==> src/rtl/conv_pingpong_sched_if.sv <==
// Loader / convolution-controller handshake bundle for the ping-pong frame scheduler.
interface conv_pingpong_sched_if #(
  parameter int unsigned M = 7
) ();

  localparam int unsigned FW = 8;

  logic          ld_req;
  logic          ld_wr;
  logic          ld_grant;
  logic          ld_bank;
  logic [M-1:0]  ld_adr;
  logic          conv_start;
  logic          conv_bank;
  logic          conv_avail;
  logic          conv_done;
  logic          busy;
  logic          cnt_err;
  logic [FW-1:0] frame_cnt;

  // Loader and convolution controller side
  modport master (
    output ld_req, ld_wr, conv_avail, conv_done,
    input  ld_grant, ld_bank, ld_adr, conv_start, conv_bank, busy, cnt_err, frame_cnt
  );

  // Scheduler side
  modport slave (
    input  ld_req, ld_wr, conv_avail, conv_done,
    output ld_grant, ld_bank, ld_adr, conv_start, conv_bank, busy, cnt_err, frame_cnt
  );

endinterface

==> src/rtl/conv_pingpong_sched.sv <==
// Ping-pong frame scheduler: overlaps loading of one PxP bank with convolution of the other,
// checks the per-frame output-pixel count and counts completed frames.
module conv_pingpong_sched #(
  parameter int unsigned P = 8,
  parameter int unsigned M = 7
) (
  input  logic                  clk,
  input  logic                  rst,
  conv_pingpong_sched_if.slave  bus
);

  localparam int unsigned FW = 8;
  localparam logic [M-1:0] LAST_ADR = M'(P * P - 1);
  localparam logic [M-1:0] EXP_OUT  = M'((P - 2) * (P - 2));
  localparam logic [M-1:0] CNT_MAX  = '1;

  typedef enum logic [1:0] {B_EMPTY, B_FILLING, B_FULL, B_CONV} bank_st_t;
  typedef enum logic       {F_IDLE, F_FILL} fill_st_t;
  typedef enum logic [1:0] {C_IDLE, C_START, C_RUN} conv_st_t;

  fill_st_t      fill_st, fill_nxt;
  conv_st_t      conv_st, conv_nxt;
  bank_st_t      status [2];
  bank_st_t      status_nxt [2];
  logic          wr_ptr, wr_ptr_nxt;
  logic          rd_ptr, rd_ptr_nxt;
  logic [M-1:0]  adr, adr_nxt;
  logic [M-1:0]  out_cnt, out_nxt;
  logic [M-1:0]  out_inc, out_fin;
  logic [FW-1:0] frame_q, frame_nxt;
  logic          err_q, err_nxt;
  logic          grant_q, start_q, busy_q, busy_nxt;

  // State and registered outputs
  always_ff @(posedge clk or negedge rst) begin
    if (!rst) begin
      fill_st   <= F_IDLE;
      conv_st   <= C_IDLE;
      status[0] <= B_EMPTY;
      status[1] <= B_EMPTY;
      wr_ptr    <= 1'b0;
      rd_ptr    <= 1'b0;
      adr       <= '0;
      out_cnt   <= '0;
      frame_q   <= '0;
      err_q     <= 1'b0;
      grant_q   <= 1'b0;
      start_q   <= 1'b0;
      busy_q    <= 1'b0;
    end else begin
      fill_st   <= fill_nxt;
      conv_st   <= conv_nxt;
      status[0] <= status_nxt[0];
      status[1] <= status_nxt[1];
      wr_ptr    <= wr_ptr_nxt;
      rd_ptr    <= rd_ptr_nxt;
      adr       <= adr_nxt;
      out_cnt   <= out_nxt;
      frame_q   <= frame_nxt;
      err_q     <= err_nxt;
      grant_q   <= (fill_nxt == F_FILL);
      start_q   <= (conv_nxt == C_START);
      busy_q    <= busy_nxt;
    end
  end

  // Next state for both FSMs; they only ever touch different banks in the same cycle
  always_comb begin
    fill_nxt      = fill_st;
    conv_nxt      = conv_st;
    status_nxt[0] = status[0];
    status_nxt[1] = status[1];
    wr_ptr_nxt    = wr_ptr;
    rd_ptr_nxt    = rd_ptr;
    adr_nxt       = adr;
    out_nxt       = out_cnt;
    frame_nxt     = frame_q;
    err_nxt       = err_q;
    out_inc       = (out_cnt == CNT_MAX) ? out_cnt : out_cnt + M'(1);
    out_fin       = bus.conv_avail ? out_inc : out_cnt;

    case (fill_st)
      F_IDLE: begin
        if (bus.ld_req && (status[wr_ptr] == B_EMPTY)) begin
          fill_nxt           = F_FILL;
          status_nxt[wr_ptr] = B_FILLING;
          adr_nxt            = '0;
        end
      end
      F_FILL: begin
        if (bus.ld_wr) begin
          if (adr == LAST_ADR) begin
            status_nxt[wr_ptr] = B_FULL;
            wr_ptr_nxt         = ~wr_ptr;
            adr_nxt            = '0;
            fill_nxt           = F_IDLE;
          end else begin
            adr_nxt = adr + M'(1);
          end
        end
      end
      default: fill_nxt = F_IDLE;
    endcase

    case (conv_st)
      C_IDLE: begin
        if (status[rd_ptr] == B_FULL) begin
          conv_nxt           = C_START;
          status_nxt[rd_ptr] = B_CONV;
          out_nxt            = '0;
        end
      end
      C_START: conv_nxt = C_RUN;
      C_RUN: begin
        if (bus.conv_done) begin
          status_nxt[rd_ptr] = B_EMPTY;
          rd_ptr_nxt         = ~rd_ptr;
          frame_nxt          = frame_q + FW'(1);
          if (out_fin != EXP_OUT) err_nxt = 1'b1;
          conv_nxt           = C_IDLE;
        end else begin
          out_nxt = out_fin;
        end
      end
      default: conv_nxt = C_IDLE;
    endcase

    busy_nxt = (status_nxt[0] != B_EMPTY) || (status_nxt[1] != B_EMPTY);
  end

  // Output mapping; pointers are stable through a fill or a convolution
  assign bus.ld_grant   = grant_q;
  assign bus.ld_bank    = wr_ptr;
  assign bus.ld_adr     = adr;
  assign bus.conv_start = start_q;
  assign bus.conv_bank  = rd_ptr;
  assign bus.busy       = busy_q;
  assign bus.cnt_err    = err_q;
  assign bus.frame_cnt  = frame_q;

endmodule

==> src/flat_wrapper.sv <==
// flat-port wrapper written by rule: the top's interface ports become plain ports
module conv_pingpong_sched_flat 
#(
  parameter int unsigned P = 8,
  parameter int unsigned M = 7
)
  (clk, rst, bus_ld_req, bus_ld_wr, bus_conv_avail, bus_conv_done, bus_ld_grant, bus_ld_bank, bus_ld_adr, bus_conv_start, bus_conv_bank, bus_busy, bus_cnt_err, bus_frame_cnt);
  conv_pingpong_sched_if #(.M(M)) bus_i ();
  input  logic clk;
  input  logic rst;
  input wire logic [$bits(bus_i.ld_req)-1:0] bus_ld_req;
  input wire logic [$bits(bus_i.ld_wr)-1:0] bus_ld_wr;
  input wire logic [$bits(bus_i.conv_avail)-1:0] bus_conv_avail;
  input wire logic [$bits(bus_i.conv_done)-1:0] bus_conv_done;
  output wire logic [$bits(bus_i.ld_grant)-1:0] bus_ld_grant;
  output wire logic [$bits(bus_i.ld_bank)-1:0] bus_ld_bank;
  output wire logic [$bits(bus_i.ld_adr)-1:0] bus_ld_adr;
  output wire logic [$bits(bus_i.conv_start)-1:0] bus_conv_start;
  output wire logic [$bits(bus_i.conv_bank)-1:0] bus_conv_bank;
  output wire logic [$bits(bus_i.busy)-1:0] bus_busy;
  output wire logic [$bits(bus_i.cnt_err)-1:0] bus_cnt_err;
  output wire logic [$bits(bus_i.frame_cnt)-1:0] bus_frame_cnt;
  assign bus_i.ld_req = bus_ld_req;
  assign bus_i.ld_wr = bus_ld_wr;
  assign bus_i.conv_avail = bus_conv_avail;
  assign bus_i.conv_done = bus_conv_done;
  assign bus_ld_grant = bus_i.ld_grant;
  assign bus_ld_bank = bus_i.ld_bank;
  assign bus_ld_adr = bus_i.ld_adr;
  assign bus_conv_start = bus_i.conv_start;
  assign bus_conv_bank = bus_i.conv_bank;
  assign bus_busy = bus_i.busy;
  assign bus_cnt_err = bus_i.cnt_err;
  assign bus_frame_cnt = bus_i.frame_cnt;
  conv_pingpong_sched #(.P(P), .M(M)) u_core (.clk(clk), .rst(rst), .bus(bus_i));
endmodule
==> config.mk <==
export PLATFORM = sky130hd
export DESIGN_NAME = conv_pingpong_sched_flat
export DESIGN_NICKNAME = d
export VERILOG_FILES = /design/src/rtl/conv_pingpong_sched_if.sv /design/src/rtl/conv_pingpong_sched.sv /design/src/flat_wrapper.sv
export SDC_FILE = /design/constraint.sdc
export NUM_CORES = 1
export LEC_CHECK = 0
export CAP_MARGIN = 40
export CORE_MARGIN = 10
export CORE_UTILIZATION = 55
export DETAILED_ROUTE_END_ITERATION = 10
export PLACE_DENSITY = 0.82
export SETUP_SLACK_MARGIN = 0.1
export SLEW_MARGIN = 30
export SYNTH_ARGS = -nofsm -noshare
export SYNTH_HDL_FRONTEND = slang
export SYNTH_SLANG_ARGS = --single-unit
export TNS_END_PERCENT = 100
==> constraint.sdc <==
create_clock -name clk -period 4 [get_ports clk]
set_clock_uncertainty 0.05 [all_clocks]
set_input_delay 1 -clock clk [delete_from_list [all_inputs] [get_ports clk]]
set_output_delay 1 -clock clk [all_outputs]
set_load 0.01 [all_outputs]
==> flow_metrics.py, run 1 <==
metrics = {
    "status": {
        "outcome": "complete, no violations",
    },
    "die": {
        "ios": 27,
        "initial_core_util_pct": 56.58,
        "rows": 20,
        "core_mm2": 0.003003,
        "die_y_um": 75.58,
        "dieWidth_um": 75.58,
        "dieArea_mm2": 0.005712,
    },
    "timing": {
        "period_needed_ns": 2.514,
        "setup_tns_ns": 0,
        "final_hold_viol_count": 0,
        "setup_viol": 0,
        "maxSlewViolCount": 0,
        "max_freq_mhz": 397.7,
        "relSlewSlack_pct": 66.72,
        "tightest_slew_ns": 0.4940,
        "rsz0062_at_grt": "false",
        "whs_ns": 0.4316,
        "fin_crit_sh_pct": 62.86,
    },
    "grt": {
        "met3_usage_pct": 4.557,
        "grt_max_degree": 35,
        "grtUsageTotal_pct": 12.88,
        "use_met2_pct": 21.06,
        "grt_pass1_vias": 1285,
        "antenna_found_initial": 0,
        "use_met1_pct": 15.14,
        "grt_pass1_wl_um": 5720,
        "overflow": 0,
        "grt.busiest_layer": "met2",
    },
    "detailed_routing": {
        "remaining_drc_errors": 0,
        "route.vias.total": 1277,
        "via_per_inst": 5.752,
        "drt_iter0_drc": 96,
        "wire_per_inst_um": 15.25,
        "first_pass_iters": 4,
        "routed_wl_um": 3386,
        "ant_nets": 0,
    },
    "clocking": {
        "cts_max_level": 2,
        "clk_path_buf_depth": 2,
        "cts.hold.buffers_added": 0,
        "cts.sinks": 34,
        "cts_tree": "built",
        "cts_resized": 0,
        "path_clk_slew_ns": 0.10,
        "cts_buffers": 5,
        "root_buffer": "clkbuf_4",
        "post_cts_buffers": 0,
        "clkLatencyLatePin_ns": 0.34,
    },
    "power_and_ir_drop": {
        "p_leak_uw": 0.0008355,
        "powerDensity_mw_per_mm2": 496.7,
        "vdd_drop_max_v": 0.0003076,
    },
    "setup_path": {
        "crit_arrival_ns": 1.46,
        "path_cells": "clkdlybuf4s50_1",
        "r2r_slack_ns": 2.02,
        "cp_max_fo": 10,
        "critPathLaunchType": "register",
        "max_stage_delay_ns": 0.60,
        "cp_num_buf_inv": 1,
        "reg2reg_from": "u_core.bus.ld_adr[0]",
        "cp.depth": 1,
        "crit_path_end": "bus_ld_grant",
        "end_kind": "output port",
        "startpoint": "u_core.fill_st",
        "cp.required_ns": 2.95,
        "r2r-end": "u_core.bus.busy",
        "cp_top_family": "buffers and inverters",
        "slowest_stage": "clkdlybuf4s50_1",
        "crit_type": "reg -> out",
        "reg2reg_depth": 5,
    },
    "run": {
        "maxCapViolations": 0,
    },
    "logic_synthesis": {
        "synthArstFlopShare_pct": 100.0,
        "ys_warn_count": 0,
        "synth_cell_types": 47,
        "synth_edf_count": 0,
        "syn_nets": 168,
        "ys_ff_latch": 34,
        "syn_area_mm2": 0.001699,
        "synth.avg_cell_area_um2": 10.69,
        "syn_inst": 159,
        "synth-main-ff-cell": "dfrtp_1",
        "seq_area_frac_synth_pct": 50.07,
    },
    "placed_design": {
        "place_inst": 214,
        "port_buffers": 26,
        "routabilityCongestion": 0.9380,
        "dp_hpwl_um": 2563,
        "place_area_mm2": 0.001967,
    },
    "cells_and_area": {
        "synthToLayoutAreaGrowth_pct": 19.29,
        "num_antenna_cells": 0,
        "drive_above_1_share_pct": 10.58,
        "layoutNonFillerInstCount": 222,
        "final_area_mm2": 0.002027,
        "utilization_pct": 67.50,
        "final_nets": 197,
    },
    "hold_path": {
        "holdCritPathClass": "reg -> reg",
    },
}
## area by class of cell
type,instances,area (µm²)
inverter,8,30.03
multi-input combinational,112,777.0
tap,33,41.29
fill,237,975.9
timing repair buffer,27,267.8
sequential,34,850.8
clock buffer,7,55.05
clock inverter,1,5.005
## kinds of logic (layout without fill, tap and decap cells)
logic type / count (synthesis) / in the layout / synth area share (%)
and+or+nand+nor: 61 / 61 / 21.36
DFF: 34 / 34 / 50.07
AOI/OAI and AO/OA: 30 / 30 / 12.22
buffers and inverters: 13 / 43 / 4.197
xor gates and xnor gates: 11 / 11 / 5.670
muxes: 7 / 7 / 4.271
adders and majority gates: 3 / 3 / 2.209
## routing by layer
layer / share of wire [%] / vias up
met2: 49 / 24
met3: 5.5 / 2
met4: 0.68 / 0
li1: - / 638
met5: 0 / -
met1: 45 / 613
## sequential cells by signal, indices dropped and copies added (netlist names)
signal / flops
u_core.bus.ld_adr: 7
u_core.out_cnt: 7
u_core.bus.busy: 1
u_core.fill_st: 1
u_core.bus.cnt_err: 1
u_core.bus.conv_start: 1
u_core.conv_st: 2
u_core.bus.frame_cnt: 8
u_core.bus.conv_bank: 1
u_core.status: 4
u_core.bus.ld_bank: 1
## cells in the final DEF (no fill, tap or decap), types with 2 or more instances in the layout
cell	netlist	routed
clkbuf_4	0	5
a31oi_1	3	3
nor2b_1	2	2
nor4b_1	2	2
a21oi_1	5	5
o22ai_1	4	4
ha_1	3	3
o21bai_1	2	2
nor3_1	3	3
xnor2_1	11	11
dfrtp_1	34	34
o21ai_0	6	6
or3_1	3	3
mux2i_1	5	5
clkdlybuf4s50_1	0	26
or2_2	3	3
o221ai_1	2	2
nor4_2	2	2
nand2_1	13	13
inv_1	7	7
nand3_1	7	7
nand4_1	4	4
nor2_1	7	7
nand3b_1	3	3
## how the worst min path moves through the flow
stage                                  from                 endpoint  slack [ns]  depth (start not counted)
finish              u_core.bus.frame_cnt[7]  u_core.bus.frame_cnt[7]        0.43                          1
global route        u_core.bus.frame_cnt[7]  u_core.bus.frame_cnt[7]        0.45                          1
CTS                 u_core.bus.frame_cnt[7]  u_core.bus.frame_cnt[7]        0.43                          1
detailed placement  u_core.bus.frame_cnt[7]  u_core.bus.frame_cnt[7]        0.42                          1
global placement    u_core.bus.frame_cnt[7]  u_core.bus.frame_cnt[7]        0.41                          1
floorplan                 u_core.conv_st[1]        u_core.conv_st[1]        0.43                          1
## metrics by stage
| step | worst slack, ns | power [µW] |
|---|---|---|
| 3_5_place_dp | 1.194 | 821.3 |
| 4_1_cts | 1.459 | 1020 |
| 3_3_place_gp | 1.279 | 804.9 |
| 2_1_floorplan | 1.839 | 671.1 |
| 5_1_grt | 1.415 | 1076 |
| 6_report | 1.486 | 1007 |
## power by group
group | internal, µW | switching, µW
logic | 172 | 136
registers | 412 | 90.5
clock network | 85.1 | 112
## cells in the mapped netlist, types with 2 or more instances
cell / n / area share, %
dfrtp_1: 34 / 50
nand2_1: 13 / 2.9
xnor2_1: 11 / 5.7
inv_1: 7 / 1.5
nand3_1: 7 / 2.1
nor2_1: 7 / 1.5
o21ai_0: 6 / 1.8
a21oi_1: 5 / 1.5
mux2i_1: 5 / 2.9
nand4_1: 4 / 1.5
o22ai_1: 4 / 1.5
a31oi_1: 3 / 1.1
buf_6: 3 / 2.0
ha_1: 3 / 2.2
nand3b_1: 3 / 1.3
nor3_1: 3 / 0.88
or2_2: 3 / 1.1
or3_1: 3 / 1.1
clkbuf_1: 2 / 0.44
nor2b_1: 2 / 0.74
nor4_2: 2 / 1.5
nor4b_1: 2 / 1.0
o21bai_1: 2 / 0.88
o221ai_1: 2 / 1.0
(Power assumes the default switching activity.)
==> inputs of run 2 (changes only) <==
--- a/config.mk
+++ b/config.mk
@@ -7,9 +7,9 @@
 export LEC_CHECK = 0
 export CAP_MARGIN = 40
 export CORE_MARGIN = 10
-export CORE_UTILIZATION = 55
+export CORE_UTILIZATION = 47
 export DETAILED_ROUTE_END_ITERATION = 10
-export PLACE_DENSITY = 0.82
+export PLACE_DENSITY = 0.74
 export SETUP_SLACK_MARGIN = 0.1
 export SLEW_MARGIN = 30
 export SYNTH_ARGS = -nofsm -noshare
==> constraint.sdc (replaced) <==
create_clock -name clk -period 2.31 [get_ports clk]
set_clock_uncertainty 0.05 [all_clocks]
set_input_delay 0.5775 -clock clk [delete_from_list [all_inputs] [get_ports clk]]
set_output_delay 0.5775 -clock clk [all_outputs]
set_load 0.01 [all_outputs]
==> flow_metrics.py, run 2 (synthesis gave the netlist of run 1 again) <==
metrics = {
    "status": {
        "outcome": "complete, no violations",
    },
    "placed_design": {
        "place_inst": 231,
        "routabilityCongestion": 0.8803,
        "dp_hpwl_um": 2621,
        "port_buffers": 26,
    },
    "detailed_routing": {
        "route.met2.wl_um": 1673,
        "wl_met1_um": 1517,
        "via_per_inst": 5.458,
        "drt_iter0_drc": 54,
        "first_pass_iters": 4,
        "remaining_drc_errors": 0,
        "top_layer": "met4",
        "ant_nets": 0,
        "routed_wl_um": 3425,
        "route.met3.wl_um": 195,
        "wire_per_inst_um": 14.39,
        "route.vias.total": 1299,
    },
    "clocking": {
        "cts_buffers": 5,
        "post_cts_buffers": 0,
        "clk_path_buf_depth": 2,
        "cts.hold.buffers_added": 0,
        "cts.sinks": 34,
        "root_buffer": "clkbuf_4",
        "cts_max_level": 2,
        "cts_resized": 0,
        "path_clk_slew_ns": 0.10,
        "cts_tree": "built",
        "clkLatencyLatePin_ns": 0.33,
    },
    "hold_path": {
        "holdCritPathClass": "reg -> reg",
    },
    "cells_and_area": {
        "synthToLayoutAreaGrowth_pct": 21.13,
        "utilization_pct": 60.26,
        "layoutNonFillerInstCount": 238,
        "fill_cells": 284,
        "mostFrequentLayoutCell": "dfrtp_1",
        "largest_reg_flops": 8,
        "final_cell_mix": "dfrtp_1, clkdlybuf4s50_1, nand2_1",
        "num_antenna_cells": 0,
        "final_nets": 201,
        "drive_above_1_share_pct": 11.46,
    },
    "setup_path": {
        "cp_num_buf_inv": 1,
        "cp.required_ns": 1.68,
        "end_kind": "output port",
        "crit_arrival_ns": 1.48,
        "slowest_stage": "clkdlybuf4s50_1",
        "crit_type": "reg -> out",
        "cp_max_fo": 10,
        "path_cells": "clkdlybuf4s50_1",
        "cp_top_family": "buffers and inverters",
        "critPathLaunchType": "register",
        "max_stage_delay_ns": 0.61,
    },
    "timing": {
        "max_freq_mhz": 475.0,
        "rsz0062_at_grt": "false",
        "maxSlewViolCount": 0,
        "final_hold_viol_count": 0,
        "relSlewSlack_pct": 69.52,
        "period_needed_ns": 2.105,
        "tightest_slew_ns": 0.4525,
        "setup_viol": 0,
        "fin_crit_sh_pct": 91.14,
    },
    "power_and_ir_drop": {
        "vdd_drop_max_v": 0.0003720,
        "p_leak_uw": 0.0008441,
        "powerDensity_mw_per_mm2": 826.0,
    },
    "grt": {
        "antenna_found_initial": 0,
        "grt_pass1_vias": 1224,
        "overflow": 0,
        "grt_max_degree": 35,
        "grt_pass1_wl_um": 5727,
        "grtUsageTotal_pct": 11.16,
    },
    "die": {
        "initial_core_util_pct": 49.74,
        "die_y_um": 80.13,
        "dieWidth_um": 80.13,
        "dieArea_mm2": 0.006420,
        "rows": 21,
        "core_mm2": 0.003416,
        "ios": 27,
    },
    "run": {
        "maxCapViolations": 0,
    },
}
-- run 2: worst paths after layout --
| check | start | cells past startpoint | slack [ns] | endpoint |
|---|---|---|---|---|
| worst max-delay path | u_core.fill_st | 1 | 0.20 | bus_ld_grant |
| worst min-delay path | u_core.bus.frame_cnt[7] | 1 | 0.45 | u_core.bus.frame_cnt[7] |
| worst max register to register | u_core.bus.ld_adr[0] | 5 | 0.37 | u_core.bus.busy |
| worst min register to register | u_core.bus.frame_cnt[7] | 1 | 0.45 | u_core.bus.frame_cnt[7] |
| max in group asynchronous | rst | 2 | 1.32 | u_core.conv_st[1] |
| min in group asynchronous | rst | 2 | 0.59 | u_core.bus.ld_adr[2] |
-- run 2: metal layers --
layer	global-route usage, %	vias to the layer above
li1	-	641
met1	13.16	628
met2	17.98	23
met3	4.677	7
met4	3.521	0
met5	0	-
-- run 2: cell type report --
type	count	area [µm²]	share of cell area [%]
multi-input combinational	112	777.0	37.75
sequential	34	850.8	41.34
clock buffer	7	45.04	2.188
timing repair buffer	31	297.8	14.47
tap	46	57.56	2.796
inverter	8	30.03	1.459
-- run 2: power breakdown --
| group | switching [µW] | leakage (µW) | internal (µW) |
|---|---|---|---|
| Clock | 182 | 0.0000254 | 115 |
| Combinational | 235 | 0.000386 | 301 |
| Sequential | 155 | 0.000433 | 713 |
| Total | 571 | 0.000844 | 1130 |
-- run 2: stage by stage --
stage | hold WS, ns | instance area (µm²) | worst slack [ns] | total power, µW | setup TNS [ns]
final | 0.4467 | 2058 | 0.2046 | 1700 | 0
after global placement | 0.4087 | 2013 | 0.05621 | 1393 | 0
after floorplan | 0.2319 | 1699 | 0.4928 | 1162 | 0
after CTS | 0.4473 | 2058 | 0.1827 | 1723 | 0
after global routing | 0.4728 | 2058 | 0.1195 | 1815 | 0
after detailed placement | 0.4306 | 2013 | -0.007245 | 1426 | -0.007245
